`src/rtl/des_key_seq.sv`:
```
// des_key_seq: iterative DES key schedule. One 56-bit C/D register, a
// 1-or-2 bit rotator per half and a single PC-2 network produce the 16
// round subkeys one per handshake, K1..K16 (encrypt) or K16..K1 (decrypt).
// Bit numbering: key[63] is DES bit 1, cd[55] is C bit 1, subkey[47] is K bit 1.
module des_key_seq #(
  parameter logic [15:0] SHIFT2_MASK = 16'h7EFC
) (
  input  logic        clk,
  input  logic        rst_n,
  input  logic        key_valid,
  output logic        key_ready,
  input  logic [63:0] key,
  input  logic        decrypt,
  input  logic        abort,
  output logic        subkey_valid,
  input  logic        subkey_ready,
  output logic [47:0] subkey,
  output logic [3:0]  subkey_round,
  output logic        subkey_last
);

  // Handshakes: a transfer happens on a rising edge where valid && ready are
  // both high. valid never depends on ready, and once raised it stays high
  // with stable data until that transfer (or an abort/reset) occurs.

  typedef enum logic {IDLE, RUN} state_t;

  state_t      state, state_nx;
  logic [55:0] cd, cd_nx;
  logic [3:0]  count, count_nx;
  logic        dir, dir_nx;
  logic [3:0]  enc_idx;
  logic [3:0]  dec_idx;

  // PC-1: key bit positions 57,49,..,36 (C) then 63,55,..,4 (D), as vector indices 64-p.
  function automatic logic [55:0] pc1(input logic [63:0] k);
    return {k[7],  k[15], k[23], k[31], k[39], k[47], k[55], k[63],
            k[6],  k[14], k[22], k[30], k[38], k[46], k[54], k[62],
            k[5],  k[13], k[21], k[29], k[37], k[45], k[53], k[61],
            k[4],  k[12], k[20], k[28],
            k[1],  k[9],  k[17], k[25], k[33], k[41], k[49], k[57],
            k[2],  k[10], k[18], k[26], k[34], k[42], k[50], k[58],
            k[3],  k[11], k[19], k[27], k[35], k[43], k[51], k[59],
            k[36], k[44], k[52], k[60]};
  endfunction

  // PC-2: C/D bit positions 14,17,..,32, as vector indices 56-p.
  function automatic logic [47:0] pc2(input logic [55:0] c);
    return {c[42], c[39], c[45], c[32], c[55], c[51], c[53], c[28],
            c[41], c[50], c[35], c[46], c[33], c[37], c[44], c[52],
            c[30], c[48], c[40], c[49], c[29], c[36], c[43], c[54],
            c[15], c[4],  c[25], c[19], c[9],  c[1],  c[26], c[16],
            c[5],  c[11], c[23], c[8],  c[12], c[7],  c[17], c[0],
            c[22], c[3],  c[10], c[14], c[6],  c[20], c[27], c[24]};
  endfunction

  // Left rotation of C and D independently (28-bit wrap), by 2 when two is set.
  function automatic logic [55:0] rotl(input logic [55:0] c, input logic two);
    return two ? {c[53:28], c[55:54], c[25:0], c[27:26]}
               : {c[54:28], c[55],    c[26:0], c[27]};
  endfunction

  // Right rotation of C and D independently, used to walk the schedule backwards.
  function automatic logic [55:0] rotr(input logic [55:0] c, input logic two);
    return two ? {c[29:28], c[55:30], c[1:0], c[27:2]}
               : {c[28],    c[55:29], c[0],   c[27:1]};
  endfunction

  // Encrypt walks forward: the next round is count+2, whose mask bit is count+1.
  // Decrypt walks back from the current round 16-count, mask bit 15-count.
  assign enc_idx = count + 4'd1;
  assign dec_idx = 4'd15 - count;

  // Registered state; reset also clears the C/D register so subkey reads 0.
  always_ff @(posedge clk) begin
    if (!rst_n) begin
      state <= IDLE;
      cd    <= '0;
      count <= '0;
      dir   <= 1'b0;
    end else begin
      state <= state_nx;
      cd    <= cd_nx;
      count <= count_nx;
      dir   <= dir_nx;
    end
  end

  // Next-state: key load in IDLE, rotate-and-count per subkey handshake in RUN.
  always_comb begin
    state_nx = state;
    cd_nx    = cd;
    count_nx = count;
    dir_nx   = dir;
    if (abort) begin
      state_nx = IDLE;
      count_nx = '0;
    end else begin
      case (state)
        IDLE: begin
          if (key_valid) begin
            // Decrypt starts at C16/D16, which equals C0/D0 after 28 rotations.
            cd_nx    = decrypt ? pc1(key) : rotl(pc1(key), SHIFT2_MASK[0]);
            dir_nx   = decrypt;
            count_nx = '0;
            state_nx = RUN;
          end
        end
        RUN: begin
          if (subkey_ready) begin
            count_nx = count + 4'd1;
            if (count == 4'd15) begin
              state_nx = IDLE;
            end else if (dir) begin
              cd_nx = rotr(cd, SHIFT2_MASK[dec_idx]);
            end else begin
              cd_nx = rotl(cd, SHIFT2_MASK[enc_idx]);
            end
          end
        end
        default: state_nx = IDLE;
      endcase
    end
  end

  // Outputs depend only on registers.
  always_comb begin
    key_ready    = (state == IDLE);
    subkey_valid = (state == RUN);
    subkey       = pc2(cd);
    subkey_round = dir ? (4'd15 - count) : count;
    subkey_last  = (state == RUN) && (count == 4'd15);
  end

endmodule

```
`config.mk`:
```
export PLATFORM = sky130hd
export DESIGN_NAME = des_key_seq
export DESIGN_NICKNAME = d
export VERILOG_FILES = /design/src/rtl/des_key_seq.sv
export SDC_FILE = /design/constraint.sdc
export NUM_CORES = 1
export LEC_CHECK = 0
export CORE_UTILIZATION = 49
export DETAILED_ROUTE_END_ITERATION = 8
export GPL_TIMING_DRIVEN = 0
export PLACE_DENSITY_LB_ADDON = 0.15
export SLEW_MARGIN = 20
export SYNTH_ARGS = -nofsm -noshare
export SYNTH_HDL_FRONTEND = slang
export SYNTH_SLANG_ARGS = --single-unit
```
`constraint.sdc`:
```
create_clock -name clk -period 3.45 [get_ports clk]
set_input_delay 0.8625 -clock clk [delete_from_list [all_inputs] [get_ports clk]]
set_output_delay 0.8625 -clock clk [all_outputs]
set_load 0.05 [all_outputs]
```
==> out/metrics.csv <==
metric,value,unit
Max Slew Vio Count,0,
hold buffer count at cts,0,
Pre-antenna DRT Iters,8,
CTS Buf Count,9,
nets@finish,929,
#FFs+latches synth,62,
reg2reg path depth,9,
CTS tree,yes,
endpoints failing setup,0,
wire per inst,16.75,µm
placeable core area,11610,µm²
Power Total,2519,µW
Lkg Pwr,0.003155,µW
CP Capture Type,primary output,
Clock Skew,0.005759,ns
Hold WS,0.5231,ns
initial core utilization,0.5127,
Synth Instances,731,
period utilization,0.9542,
VDD IR max,0.1950,mV
Via density,5.912,
Post-CTS Resized,0,
total grt overflow,0,
Clock Tree Root,clkbuf_16,
Highest Clock Rate,303.8,MHz
CTS H-Tree Depth,3,
drt total wl,16.81,mm
"Seq/Total Area, Yosys",0.2084,
layout cells sized above 1,0.2276,
Post-synth EDFFs,0,
Area Overhead vs Synth,26.85,%
Hold Fails Final Rpt,0,
I/O pin cnt,125,
Die Height,112.2,µm
Worst R2R Setup Slack,1.02,ns
clk sink count,62,
DR DRC count,8,
fin crit period,3.292,ns
Mapped Area,5954,µm²
antenna violations before repair,0,
row cnt,39,
WS Path Type,reg -> out,
clk slew on worst S/H paths,0.05,ns
Initial DRC Count,456,
Die Wd,112.2,µm
Synth Net Count,803,
Clock Latency Late Sink,0.34,ns
Final WS setup,0.1579,ns
worst slew pin tran,0.5981,ns
met1 wire length,7.549,mm
failing checks,DRC,
WL met3,1.025,mm
GRT Overall Usage,0.2650,
status,finished with violations,
Power Density,333.5,nW/µm²
number of synthesis warnings,0,
DP Worst Slack,0.4769,ns
Max clock buf depth,2,
die area,12600,µm²
Post-DRT Antenna Nets,0,
met2 wire len,8.022,mm
synth unique cells,40,
Critical Path AT,2.43,ns
DR vias,5936,
Top Metal Used,met4,
worst rel slew slack,0.6013,
I/O Buffers,115,
Final HPWL DP,12.37,mm
Max-Cap Viols,0,
largest net degree at the start of global routing,11,
vias in the first global route,5618,
Hold/Removal Path Class,reg -> reg,
global-route wire length before repair,27.19,mm
Syn Area/Cell,8.146,µm²
total negative slack,0,ns
"commonest non-fill, non-tap cell in the layout",nand2_1,
RSZ-0062 raised after global routing,no,
"FFs w/ async S/R, synth",0,
Ant. Diodes,0,
Crit Path Max Fanout,10,
"Top FF cell, synth",dfxtp_1,
"commonest cells after routing, fill and taps aside","228 x nand2_1, 115 x clkdlybuf4s50_1, 62 x dfxtp_1, 57 x mux2i_1, 57 x nand3_1",
RePlAce Congestion,0.8485,
"Req. time, crit path",2.59,ns
crit path launch type,flip-flop,
Worst Hold Path Cells,2,
Post-CTS Setup Bufs,0,
[metal layers]
metal | vias to the layer above | global-route usage
met5 | - | 0
met4 | 0 | 0.07467
li1 | 2847 | -
met3 | 21 | 0.03996
met2 | 227 | 0.4542
met1 | 2841 | 0.3454
[cell type report]
cell class              instances  area (µm²)
plain buffers                 113       732.0
clock buffers                  14       264.0
clock inverters                 1       5.005
fillers                      1031        4060
inverters                       6       22.52
multi-input cells             550        3959
flip-flops and latches         62        1241
well taps                     143       178.9
repair buffers                115        1151
[report_power, final]
part / switching, µW / internal [µW] / leakage [µW]
clock network: 332 / 521 / 0.000133
registers: 70.0 / 768 / 0.000507
logic: 458 / 371 / 0.00251
[critical path, stage by stage, from the launching register on]
cell	delay, ns
dfxtp_1	0.32
buf_2	0.18
inv_2	0.17
clkbuf_1	0.49
clkdlybuf4s50_1	0.93
[sequential cells by signal (all words and copies together) (netlist names)]
register and flops:
count 4, subkey_valid 1, dir 1, cd 56
[stage by stage]
step,cells,util,instance area [µm²]
final,1004,0.6504,7553
after global routing,1004,0.6504,7553
after CTS,1004,0.6504,7553
after detailed placement,989,0.6272,7284
after global placement,989,0.6272,7284
after floorplan,731,-,5954
[worst paths after layout]
path,startpoint,endpoint
worst max-delay path,subkey_valid,key_ready
worst min-delay path,cd[47],cd[47]
worst min register to register,cd[47],cd[47]
worst max register to register,count[1],cd[29]
[synthesized netlist by cell type (all sizes together) (2+ instances only)]
library cell / instances / share of area
inv: 6 / 0.0038
nand2: 228 / 0.14
nand4: 2 / 0.0021
a211oi: 3 / 0.0046
xor2: 4 / 0.0059
ha: 2 / 0.0042
mux2: 56 / 0.13
buf: 88 / 0.11
o21ai: 4 / 0.0034
a21boi: 2 / 0.0025
a21oi: 3 / 0.0025
mux2i: 57 / 0.096
dfxtp: 62 / 0.21
nand2b: 5 / 0.0053
a221o: 56 / 0.094
nor2: 3 / 0.0019
clkbuf: 25 / 0.016
o211ai: 56 / 0.10
nand3: 57 / 0.048
[logic make-up (layout without fill, tap and decap cells)]
| family | after synthesis | count (layout) | share of synthesized area |
|---|---|---|---|
| AND/OR/NAND/NOR | 301 | 301 | 0.2084 |
| AO/OA/AOI/OAI | 130 | 130 | 0.2194 |
| buffers and inverters | 119 | 249 | 0.1267 |
| multiplexers | 113 | 113 | 0.2269 |
| flip-flops | 62 | 62 | 0.2084 |
| XOR/XNOR | 4 | 4 | 0.005883 |
| adder cells (fa/ha/maj) | 2 | 2 | 0.004202 |
Power figures use the tool's default switching activity.
==> patch (config.mk and constraints unchanged) <==
Make the reset (`rst_n`) asynchronous in one clocked block.
--- a/src/rtl/des_key_seq.sv
+++ b/src/rtl/des_key_seq.sv
@@ -72,7 +72,7 @@
   assign dec_idx = 4'd15 - count;
 
   // Registered state; reset also clears the C/D register so subkey reads 0.
-  always_ff @(posedge clk) begin
+  always_ff @(posedge clk or negedge rst_n) begin
     if (!rst_n) begin
       state <= IDLE;
       cd    <= '0;
Function: differs if rst_n is asserted again (counterexample within 4 cycles, from zero or initial values and one cycle with rst_n low); with rst_n held inactive, the same outputs for 4 cycles.
==> patch against the unedited design <==
Design area shrank 2.8%. Area after synthesis shrank 3.7%. Highest routed layer unchanged. Sequential cell count is the same. Critical path type unchanged. Wire length shrank 6.4%. Synthesized cell count shrank 16%. Register-to-register slack gained 180 ps. Critical path depth is the same. Setup slack gained 28 ps. Critical endpoint unchanged. Maximum frequency grew 0.87%.
Power is not compared: it rests on default switching activity, and its combinational part moved more than twofold at a synthesized area within 25%.
==> patch: results <==
[status]
outcome = "complete, no violations"

[placed_design]
portBuffers = 114
hpwlAfterDp_um = 11600
dpl_cell_area_um2 = 7070
routabilityCongestion = 0.891

[finish]
drive_gt1_share_pct = 13.3
stdcell_area_um2 = 7340
fillers = 999
fin_nets = 809
num-clock-buffers = 12
inv_count = 5
clock_area_share_pct = 3.66
seq_share_pct = 21.1
final-nonclk-buf-share_pct = 25.4
buffers = 223
multiInputGateArea_um2 = 3460

[worst_hold_path]
hold_class = "in2async"

[yosys]
async_flop_share_pct = 100
synth_commonest_cells = "169 x mux2i_1, 62 x dfrtp_1, 60 x nand2_1"
syn_nets = 683
synthFlopType = "dfrtp_1"
yosysUniqueCellTypes = 34
ys_seq_area_share_pct = 27.1

[global_routing]
grt_first_pass_wirelength_um = 25500
grt_max_degree = 36
use_met3_pct = 3.23
grt_use_met1_pct = 37.6

[drt]
drtIter0Drc = 300
met3_length_um = 807
routed_via_density = 5.93

[sta]
max_slew_margin_pct = 63.5
clock_skew_ps = 9.22

[critical_path]
critical_path_arrival_ps = 2400
r2r-start = "count[0]"
==> patch: worst reg2reg max path, stage by stage (launching register included) <==
cell and delay [ps]:
dfrtp_1 460, ha_1 310, mux2i_1 210, nand2b_1 70, nand2_1 90, buf_4 190
clkbuf_1 400, a22oi_1 120, a41oi_1 280
==> patch: cell families (layout without fill, tap and decap cells) <==
kind of cell	count (synthesis)	count (layout)	share of synthesized area (%)
and+or+nand+nor	135	135	11.9
AOI/OAI and AO/OA	124	124	17.5
muxes	170	170	29.7
buffers and inverters	113	244	12.7
adders and majority gates	2	2	0.436
DFF	62	62	27.1
xor gates and xnor gates	5	5	0.763
==> patch: worst paths after layout <==
kind | end | slack, ps | depth (start not counted)
max | key_ready | 190 | 4
min | count[3] | 460 | 1
max reg2reg | cd[44] | 1200 | 8
min reg2reg | count[0] | 630 | 1
max in group asynchronous | cd[35] | 2450 | 2
min in group clk | count[0] | 630 | 1
